==> src/rtl/pong_pkg.sv <==
// Shared types, coordinate widths and a saturating clamp for the pong game controller.
package pong_pkg;

  typedef enum logic [1:0] {
    SERVE = 2'd0,
    PLAY  = 2'd1,
    MISS  = 2'd2,
    OVER  = 2'd3
  } game_state_t;

  localparam int X_W    = 11;
  localparam int Y_W    = 10;
  localparam int CALC_W = 12;

  function automatic logic [CALC_W-1:0] clampRange(
    input logic [CALC_W-1:0] value,
    input logic [CALC_W-1:0] lo,
    input logic [CALC_W-1:0] hi
  );
    if (value < lo) return lo;
    if (value > hi) return hi;
    return value;
  endfunction

endpackage

==> src/rtl/pong_frame_tick.sv <==
// Registers vsync and emits a one-cycle pulse on the cycle after its rising edge.
module pong_frame_tick (
  input  logic clock_i,
  input  logic reset_i,
  input  logic vsync_i,
  output logic tick_o
);

  logic vsync_q;
  logic tick_q;

  always_ff @(posedge clock_i or posedge reset_i) begin
    if (reset_i) begin
      vsync_q <= 1'b0;
      tick_q  <= 1'b0;
    end else begin
      vsync_q <= vsync_i;
      tick_q  <= vsync_i & ~vsync_q;
    end
  end

  assign tick_o = tick_q;

endmodule

==> src/rtl/pong_sequencer.sv <==
// Frame-rate pong controller: serve/play/miss/over sequencing plus paddle and puck motion.
// Build with PONG_ATTRACT_EN defined to let attract_in hand the paddle to an auto-tracker.
module pong_sequencer
  import pong_pkg::*;
#(
  parameter int SCREEN_W     = 1024,
  parameter int SCREEN_H     = 768,
  parameter int PADDLE_W     = 16,
  parameter int PADDLE_H     = 128,
  parameter int PUCK_SIZE    = 64,
  parameter int PADDLE_STEP  = 4,
  parameter int LIVES        = 3,
  parameter int SERVE_FRAMES = 60,
  parameter int MISS_FRAMES  = 30
) (
  input  logic           vclock_in,
  input  logic           reset_in,
  input  logic           vsync_in,
  input  logic           up_in,
  input  logic           down_in,
  input  logic [3:0]     pspeed_in,
  input  logic           attract_in,
  output logic [Y_W-1:0] paddle_y_out,
  output logic [X_W-1:0] puck_x_out,
  output logic [Y_W-1:0] puck_y_out,
  output logic [1:0]     state_out,
  output logic [1:0]     lives_out,
  output logic           frame_tick_out
);

  localparam logic [CALC_W-1:0] X_MAX     = CALC_W'(SCREEN_W - PUCK_SIZE);
  localparam logic [CALC_W-1:0] Y_MAX     = CALC_W'(SCREEN_H - PUCK_SIZE);
  localparam logic [CALC_W-1:0] PAD_MAX   = CALC_W'(SCREEN_H - PADDLE_H);
  localparam logic [CALC_W-1:0] PAD_LEFT  = CALC_W'(PADDLE_W);
  localparam logic [CALC_W-1:0] PAD_HGT   = CALC_W'(PADDLE_H);
  localparam logic [CALC_W-1:0] PUCK_SZ   = CALC_W'(PUCK_SIZE);
  localparam logic [CALC_W-1:0] STEP      = CALC_W'(PADDLE_STEP);
  localparam logic [CALC_W-1:0] HALF_PUCK = CALC_W'(PUCK_SIZE / 2);
  localparam logic [CALC_W-1:0] HALF_PAD  = CALC_W'(PADDLE_H / 2);
  localparam logic [CALC_W-1:0] ZERO      = '0;

  localparam logic [Y_W-1:0] PAD_INIT  = Y_W'((SCREEN_H - PADDLE_H) / 2);
  localparam logic [X_W-1:0] PUCK_X0   = X_W'((SCREEN_W - PUCK_SIZE) / 2);
  localparam logic [Y_W-1:0] PUCK_Y0   = Y_W'((SCREEN_H - PUCK_SIZE) / 2);
  localparam logic [1:0]     LIVES0    = 2'(LIVES);
  localparam logic [7:0]     SERVE_END = 8'(SERVE_FRAMES - 1);
  localparam logic [7:0]     MISS_END  = 8'(MISS_FRAMES - 1);

  game_state_t     state_q;
  logic [1:0]      lives_q;
  logic [Y_W-1:0]  paddleY_q;
  logic [X_W-1:0]  puckX_q;
  logic [Y_W-1:0]  puckY_q;
  logic            dx_q;
  logic            dy_q;
  logic [7:0]      frameCnt_q;
  logic            frameTick;
  logic            attractMode;

  logic [CALC_W-1:0] padW, pxW, pyW, sW;
  logic [CALC_W-1:0] target;
  logic [CALC_W-1:0] paddleY_d;
  logic [CALC_W-1:0] puckY_d;
  logic [X_W-1:0]    puckX_d;
  logic              dx_d;
  logic              dy_d;
  logic              missed;

  pong_frame_tick uFrameTick (
    .clock_i (vclock_in),
    .reset_i (reset_in),
    .vsync_i (vsync_in),
    .tick_o  (frameTick)
  );

`ifdef PONG_ATTRACT_EN
  assign attractMode = attract_in;
`else
  logic unusedAttract;
  assign unusedAttract = attract_in;
  assign attractMode   = 1'b0;
`endif

  assign padW = CALC_W'(paddleY_q);
  assign pxW  = CALC_W'(puckX_q);
  assign pyW  = CALC_W'(puckY_q);
  assign sW   = CALC_W'(pspeed_in);

  // dx_q/dy_q high means moving right/down; everything is 12-bit so nothing wraps.
  always_comb begin
    target    = ZERO;
    paddleY_d = padW;
    puckY_d   = pyW;
    puckX_d   = puckX_q;
    dx_d      = dx_q;
    dy_d      = dy_q;
    missed    = 1'b0;

    if (attractMode) begin
      target = (pyW + HALF_PUCK < HALF_PAD) ? ZERO
             : clampRange(pyW + HALF_PUCK - HALF_PAD, ZERO, PAD_MAX);
      if (target > padW) begin
        paddleY_d = (target - padW > STEP) ? padW + STEP : target;
      end else begin
        paddleY_d = (padW - target > STEP) ? padW - STEP : target;
      end
    end else if (up_in && !down_in) begin
      paddleY_d = (padW < STEP) ? ZERO : padW - STEP;
    end else if (down_in && !up_in) begin
      paddleY_d = clampRange(padW + STEP, ZERO, PAD_MAX);
    end

    if (!dy_q) begin
      if (pyW < sW) begin
        puckY_d = ZERO;
        dy_d    = 1'b1;
      end else begin
        puckY_d = pyW - sW;
      end
    end else if (pyW + sW > Y_MAX) begin
      puckY_d = Y_MAX;
      dy_d    = 1'b0;
    end else begin
      puckY_d = pyW + sW;
    end

    // The hit window uses this tick's moved paddle and moved puck row.
    if (dx_q) begin
      if (pxW + sW > X_MAX) begin
        puckX_d = X_W'(X_MAX);
        dx_d    = 1'b0;
      end else begin
        puckX_d = X_W'(pxW + sW);
      end
    end else if (pxW < PAD_LEFT + sW) begin
      if ((puckY_d + PUCK_SZ > paddleY_d) && (puckY_d < paddleY_d + PAD_HGT)) begin
        puckX_d = X_W'(PAD_LEFT);
        dx_d    = 1'b1;
      end else begin
        puckX_d = '0;
        missed  = 1'b1;
      end
    end else begin
      puckX_d = X_W'(pxW - sW);
    end
  end

  // Game state only advances on the frame tick, so outputs hold for a whole frame.
  always_ff @(posedge vclock_in or posedge reset_in) begin
    if (reset_in) begin
      state_q    <= SERVE;
      lives_q    <= LIVES0;
      paddleY_q  <= PAD_INIT;
      puckX_q    <= PUCK_X0;
      puckY_q    <= PUCK_Y0;
      dx_q       <= 1'b1;
      dy_q       <= 1'b1;
      frameCnt_q <= '0;
    end else if (frameTick) begin
      if (state_q != OVER) begin
        paddleY_q <= Y_W'(paddleY_d);
      end
      case (state_q)
        SERVE: begin
          if (frameCnt_q == SERVE_END) begin
            frameCnt_q <= '0;
            state_q    <= PLAY;
            dx_q       <= 1'b1;
            dy_q       <= 1'b1;
          end else begin
            frameCnt_q <= frameCnt_q + 8'd1;
          end
        end
        PLAY: begin
          if (pspeed_in != 4'd0) begin
            puckX_q <= puckX_d;
            puckY_q <= Y_W'(puckY_d);
            dx_q    <= dx_d;
            dy_q    <= dy_d;
            if (missed) begin
              state_q    <= MISS;
              frameCnt_q <= '0;
              if (!attractMode) begin
                lives_q <= lives_q - 2'd1;
              end
            end
          end
        end
        MISS: begin
          if (frameCnt_q == MISS_END) begin
            frameCnt_q <= '0;
            if (lives_q == 2'd0) begin
              state_q <= OVER;
            end else begin
              state_q <= SERVE;
              puckX_q <= PUCK_X0;
              puckY_q <= PUCK_Y0;
            end
          end else begin
            frameCnt_q <= frameCnt_q + 8'd1;
          end
        end
        default: begin
        end
      endcase
    end
  end

  assign paddle_y_out   = paddleY_q;
  assign puck_x_out     = puckX_q;
  assign puck_y_out     = puckY_q;
  assign state_out      = state_q;
  assign lives_out      = lives_q;
  assign frame_tick_out = frameTick;

endmodule

==> config.mk <==
export PLATFORM = sky130hd
export DESIGN_NAME = pong_sequencer
export DESIGN_NICKNAME = d
export VERILOG_FILES = /design/src/rtl/pong_pkg.sv /design/src/rtl/pong_frame_tick.sv /design/src/rtl/pong_sequencer.sv
export SDC_FILE = /design/constraint.sdc
export NUM_CORES = 1
export LEC_CHECK = 0
export CORE_MARGIN = 3
export CORE_UTILIZATION = 45
export DETAILED_ROUTE_END_ITERATION = 8
export HOLD_SLACK_MARGIN = 0.12
export PLACE_DENSITY = 0.64
export RECOVER_POWER = 50
export SETUP_SLACK_MARGIN = 0.1
export SLEW_MARGIN = 20
export SYNTH_ARGS = -nofsm -noshare
export SYNTH_HDL_FRONTEND = slang
export SYNTH_SLANG_ARGS = --single-unit
==> constraint.sdc <==
create_clock -name vclock_in -period 6.4 [get_ports vclock_in]
set_clock_uncertainty 0.1 [all_clocks]
set_input_delay 1.28 -clock vclock_in [delete_from_list [all_inputs] [get_ports vclock_in]]
set_output_delay 1.28 -clock vclock_in [all_outputs]
set_load 0.01 [all_outputs]
[Word level (Yosys, flattened, before mapping)]
Index checks and enable logic that the tools add are counted.
Word-level totals
  word-level logic and storage cells: 114
  register bits: 47
Cells by class
  bitwise logic cells: 2
  eq/ne operators: 10
  mux-type cells: 55
  magnitude comparators: 9
  add/sub/neg operators: 11
  reduce and logical (&&, ||, !) cells: 17
Operators with widths (count)
  $mux W12: 9
  $mux W11: 7
  $mux W8: 4
  $mux W10: 3
  $gt A12 B10 Y1 const B: 2
  $pmux W8 S3: 1
  $pmux W11 S2: 1
  $mux W1: 20
  $pmux W10 S2: 1
  $add A11 B4 Y12: 1
  $add A12 B7 Y12 const B: 1
  $add A12 B8 Y12 const B: 1
  $gt A12 B12 Y1: 1
  $lt A12 B12 Y1: 1
  $ne A2 B2 Y1 const B: 6
  $reduce_and A4 Y1: 3
  $add A10 B3 Y11 const B: 1
  $add A10 B4 Y11: 1
  $gt A11 B10 Y1 const B: 1
  $lt A11 B1 Y1 const B: 1
  $lt A11 B6 Y1: 1
  $sub A10 B3 Y11 const B: 1
  $sub A10 B4 Y11: 1
  $sub A11 B4 Y11: 1
  24 further kinds: 34

[Longest topological paths before layout]
  word-level depth: 21
  gate-level depth with buffers: 23

[Cells and area by module]
Synthesis repeated with hierarchy kept, for this count alone.
Second synthesis, totals
  cells, all modules: 627
  area, all modules: 4967.3 µm²
By module, submodules not included
  pong_sequencer: cells each 623, sequential area each 1142.3 µm², area each 4899.7 µm², instances 1
  pong_frame_tick: cells each 4, sequential area each 50.0 µm², area each 67.6 µm², instances 1

[Least setup slack after synthesis]
Ideal clock, no wire load.
  kind: input to register
  start point: in pspeed_in[0]
  end point: reg state_q[0] (netlist: state_out[0])
  arrival time: 5.361 ns
  data required time: 6.175 ns
  path slack: 0.814 ns
  library setup time: 0.125 ns
  cell stages on the path: 18
  cells stage by stage: ha_1 > inv_1 > fa_1 > nor3_2 > o311ai_1 > mux2i_1 > o21bai_1 > a32o_1 > ha_1 > a31o_2 > ha_1 > nand4_1 > nor4_1 > o21ai_0 > a311oi_1 > o32a_1 > nand3b_1 > mux2_2
Between the ends
  cells in the longest elaborated chain, start to end: 12
  elaborated cells between the ends (all ways): 20
  those cells by class: 4 x add/sub; 5 x order compare; 2 x eq/ne; 6 x mux; 3 x reduce/logical
RTL lines
  from (decl): line pong_sequencer.sv:21  | input logic [3:0] pspeed_in,
  $add A10 B4 Y11: line pong_sequencer.sv:120, pong_sequencer.sv:124
  $gt A12 B10 Y1: line pong_sequencer.sv:120  | end else if (pyW + sW > Y_MAX) begin
  $mux W11: line pong_sequencer.sv:120
  $mux W12: line pong_sequencer.sv:113  | if (!dy_q) begin
  $add A12 B7 Y12: line pong_sequencer.sv:136  | if ((puckY_d + PUCK_SZ > paddleY_d) && (puckY_d < paddleY_d + PAD_HGT)) begin
  $gt A12 B12 Y1: line pong_sequencer.sv:136
  $logic_and A1 B1 Y1: line pong_sequencer.sv:136
  $mux W1: line pong_sequencer.sv:136
  $mux W1: line pong_sequencer.sv:135  | end else if (pxW < PAD_LEFT + sW) begin
  $mux W1: line pong_sequencer.sv:128  | if (dx_q) begin
  $ne A2 B2 Y1 (no source line)
  $reduce_and A6 Y1 (no source line) (*)
  to (signal assigned): line pong_sequencer.sv:151  | state_q <= SERVE;
  to (signal assigned): line pong_sequencer.sv:167  | state_q <= PLAY;
  to (signal assigned): line pong_sequencer.sv:181  | state_q <= MISS;
  to (decl): line pong_sequencer.sv:49  | game_state_t state_q;
Mark *: on every way between the ends. The rest lies on a longest branch, timed or not.
A chain may end at the register's enable or synchronous reset.

[Worst setup path in the final report]
  start point: in pspeed_in[0]
  end point: reg frameCnt_q[6]
Between the ends
  cells in the longest elaborated chain, start to end: 12
  elaborated cells between the ends (all ways): 20
  those cells by class: 4 x add/sub; 5 x order compare; 2 x eq/ne; 6 x mux; 3 x reduce/logical
RTL lines
  $add A10 B4 Y11: line pong_sequencer.sv:120, pong_sequencer.sv:124
  $gt A12 B10 Y1: line pong_sequencer.sv:120
  $mux W11: line pong_sequencer.sv:120
  $mux W12: line pong_sequencer.sv:113
  $add A12 B7 Y12: line pong_sequencer.sv:136
  $gt A12 B12 Y1: line pong_sequencer.sv:136
  $logic_and A1 B1 Y1: line pong_sequencer.sv:136
  $mux W1: line pong_sequencer.sv:136
  $mux W1: line pong_sequencer.sv:135
  $mux W1: line pong_sequencer.sv:128
  $ne A2 B2 Y1 (no source line)
  $reduce_and A4 Y1 (no source line) (*)
  to (signal assigned): line pong_sequencer.sv:171  | frameCnt_q <= frameCnt_q + 8'd1;
  to (signal assigned): line pong_sequencer.sv:200  | frameCnt_q <= frameCnt_q + 8'd1;
  to (decl): line pong_sequencer.sv:56  | logic [7:0] frameCnt_q;
Marks and branches as above.

==> metrics.yaml <==
synthesis:
  synth_edf_count: 0
  ys.flop_type: "dfrtp_1"
  async_reset_ff_share_pct: 100
  ys_types: 77
  yosysWarnings: 0
  synth_nets: 689
  avgSynthCellArea_um2: 7.91
  synth_area_um2: 4970
  yosysSeqAreaShare_pct: 24.0
  ys_ff_latch: 47
  synthCells: 629
floorplanning:
  io_pins: 46
  die_area_um2: 12300
  die_w_um: 111
  placementRows: 37
  die_y_um: 111
  core_um2: 10600
  start_util_pct: 47.1
routing:
  drt-vias-per-instance: 5.89
  routedWlPerCell_um: 15.9
  drt_iter0_drc: 288
  routed_wirelength_um: 13100
  ant_nets: 0
  drc: 0
  route.vias.total: 4828
  drt_first_pass_iters: 5
setup_path:
  r2r_setup_slack_ns: 1.33
  cp_top_family: "compound AO/OA/AOI/OAI gates"
  end_kind: "register"
  timing.rr.end: "state_out[0]"
  setup.worst_path.end: "frameCnt_q[6]"
  critPathSlowestCell: "or4b_1"
  worstPathRequired_ns: 6.53
  cp-startpoint: "pspeed_in[0]"
  rr_worst_depth: 18
  path_cells: "clkdlybuf4s50_1 > ha_1 > inv_1 > fa_2 > nor3_4 > buf_4 > or4b_1 > o221a_1 > o311ai_2 > o211ai_1 > buf_4 > a22oi_1 > mux2i_1 > ha_1 > nand2_1 > a211oi_1 > o311a_1 > a311oi_1 > buf_4 > o32a_1 > or2_0 > buf_4 > o31ai_1"
  path_depth: 23
  critPathBufInv: 6
  start_kind: "input port"
  crit_fanout: 6
  crit_top_cell: "buf_4"
  regToRegStartpoint: "paddle_y_out[4]"
  arrival_ns: 6.17
  path_class: "in -> reg"
  critPathMaxStageDelay_ns: 0.49
clocking:
  insertion_delay_ns: 0.31
  numCtsBuffers: 5
  cts_sinks: 47
  tritoncts: "yes"
  cts_root_buffer: "clkbuf_8"
  cts_buffer_depth: 2
  htree_levels: 2
  clk_pin_slew_ns: 0.11
placed_design:
  globalplace.congestion: 0.919
  dp.cells: 811
  place_hpwl_um: 9940
  io_buffers: 44
final_layout:
  nFillCells: 1014
  multi_input_area_um2: 3510
  diodes: 0
  instances_no_fill: 820
  final_core_util_pct: 55.7
  regArea_um2: 1190
  final_layout_size_suffix_gt1_share_pct: 13.0
  area_delta_synth_final_pct: 18.3
  fin_nets: 743
pwr:
  vdd.ir_drop.worst_uv: 201
  power.leakage_nw: 2.57
  power_density_nw_per_um2: 429
sta:
  hold_violations: 0
  finalSetupTns_ns: 0
  rsz0062_at_grt: "no"
  setup_viol: 0
  holdWs_ns: 0.309
  worstMarginPinSlew_ns: 2.69
  min_period_ns: 6.05
  period_share_pct: 94.5
  relSlewSlack_pct: -79.5
  drv_slew: 48
  fmaxAchievable_ghz: 0.165
global_routing:
  grt_use_total_pct: 20.8
  grt_max_degree: 48
  grt_overflow: 0
  antenna_found_initial: 0
  grtUsageMet2_pct: 35.0
  grt_pass1_vias: 4596
  use_met1_pct: 28.4
  grt_pass1_wl_um: 22000
  busiest_layer: "met2"
  use_met3_pct: 2.29
status:
  violations: "capacitance limit, slew limit"
  outcome: "complete, but fails checks"
job:
  maxCapViolations: 1
hold_path:
  hold_class: "reg -> reg"
cells by family (layout without fill, tap and decap cells):
| kind of cell | count (synthesis) | count (layout) | synth area share [%] |
|---|---|---|---|
| adder cells (fa/ha/maj) | 50 | 50 | 13.2 |
| AO/OA/AOI/OAI | 191 | 191 | 25.8 |
| AND/OR/NAND/NOR | 227 | 227 | 24.1 |
| buffers and inverters | 79 | 134 | 6.39 |
| XOR/XNOR | 22 | 22 | 3.88 |
| multiplexers | 13 | 13 | 2.69 |
| flip-flops | 47 | 47 | 24.0 |
per-stage QoR:
stage	power, mW	worst slack, ns	area, um^2
after floorplan	1.71	0.814	4970
after global placement	2.21	-0.0175	5720
after detailed placement	2.26	0.0113	5720
after CTS	2.51	0.309	5830
after global routing	2.77	0.104	5880
final	2.53	0.355	5880
how the worst min path moves through the flow:
stage / from / to / slack [ns] / cells past startpoint
floorplan: uFrameTick.vsync_q / uFrameTick.tick_o / 0.28 / 1
global route: uFrameTick.vsync_q / uFrameTick.tick_o / 0.32 / 1
global placement: uFrameTick.vsync_q / uFrameTick.tick_o / 0.29 / 1
detailed placement: uFrameTick.vsync_q / uFrameTick.tick_o / 0.30 / 1
finish: uFrameTick.vsync_q / uFrameTick.tick_o / 0.31 / 1
CTS: uFrameTick.vsync_q / uFrameTick.tick_o / 0.31 / 1
synth_stat cells, types with 5 or more instances:
cell / count / share of area (%)
and2_1: 8 / 1.0
buf_2: 5 / 0.50
o21ai_1: 7 / 0.70
mux2i_1: 10 / 2.0
a21oi_1: 38 / 3.8
and3_1: 15 / 1.9
inv_1: 42 / 3.2
o21ai_0: 45 / 4.5
nor2b_1: 23 / 2.9
a22o_1: 5 / 0.88
clkbuf_1: 28 / 2.1
o21a_1: 7 / 1.1
dfstp_2: 13 / 6.9
xor2_1: 9 / 1.6
ha_1: 46 / 12
o22ai_1: 5 / 0.63
nand4_1: 8 / 1.0
a31oi_1: 10 / 1.3
o31ai_1: 8 / 1.2
nor3_1: 12 / 1.2
or2_2: 5 / 0.63
nand2b_1: 17 / 2.1
dfrtp_1: 34 / 17
a22oi_1: 5 / 0.75
nand3_1: 18 / 1.8
xnor2_1: 13 / 2.3
nor2_1: 42 / 3.2
a211oi_1: 5 / 0.75
a21o_1: 8 / 1.2
nand2_1: 54 / 4.1
power by group:
group | total [mW] | internal [mW] | leakage [nW] | switching, mW
Clock | 0.236 | 0.119 | 0.0587 | 0.117
Sequential | 0.652 | 0.421 | 0.570 | 0.231
Combinational | 1.64 | 0.789 | 1.94 | 0.848
Total | 2.53 | 1.33 | 2.57 | 1.20
placed cells by master, fill, tap and decap left out, types with 5 or more instances in the layout:
cell type        instances
and2_1                   8
ha_1                    46
o21ai_1                  8
o22ai_1                  5
o21a_1                   7
dfrtp_1                 34
xor2_1                   9
buf_4                   39
o31ai_1                  7
o21ai_0                 43
or2_2                    5
clkdlybuf4s50_1         28
nor2b_1                 23
a31oi_1                 10
and3_1                  15
nand2_1                 54
a211oi_1                 5
xnor2_1                 13
dfstp_2                 13
a21oi_1                 37
clkbuf_8                 5
a22o_1                   5
nand2b_1                17
dlygate4sd3_1           16
nor3_1                  12
a21o_1                   8
inv_1                   41
nand3_1                 18
nor2_1                  42
nand4_1                  8
mux2i_1                 10
per-layer routing:
layer | up-vias | wire length [um] | part of all wire (%)
met1 | 2313 | 6100 | 47
met3 | 21 | 440 | 3.4
li1 | 2383 | - | -
met2 | 111 | 6270 | 48
met5 | - | 0 | 0
met4 | 0 | 262 | 2.0
state kept, by name, summed over array words and instances, names as in the netlist:
register,count
frameCnt_q,8
state_out,2
dx_q,1
puck_y_out,10
dy_q,1
uFrameTick.vsync_q,1
puck_x_out,11
uFrameTick.tick_o,1
lives_out,2
paddle_y_out,10
cell type report:
class,count,area share (%)
Clock buffer,5,1.17
Inverter,42,2.68
Clock inverter,3,0.808
Timing Repair Buffer,84,12.5
Multi-Input combinational cell,503,59.7
Tap cell,136,2.89
Sequential cell,47,20.3
what timing repair did:
action / CTS / global route
resized for setup: 0 / 12
buffers inserted: 0 / 1
hold buffers: 0 / 0
endpoints found under the setup margin: 0 / 11
Power figures use the tool's default switching activity.
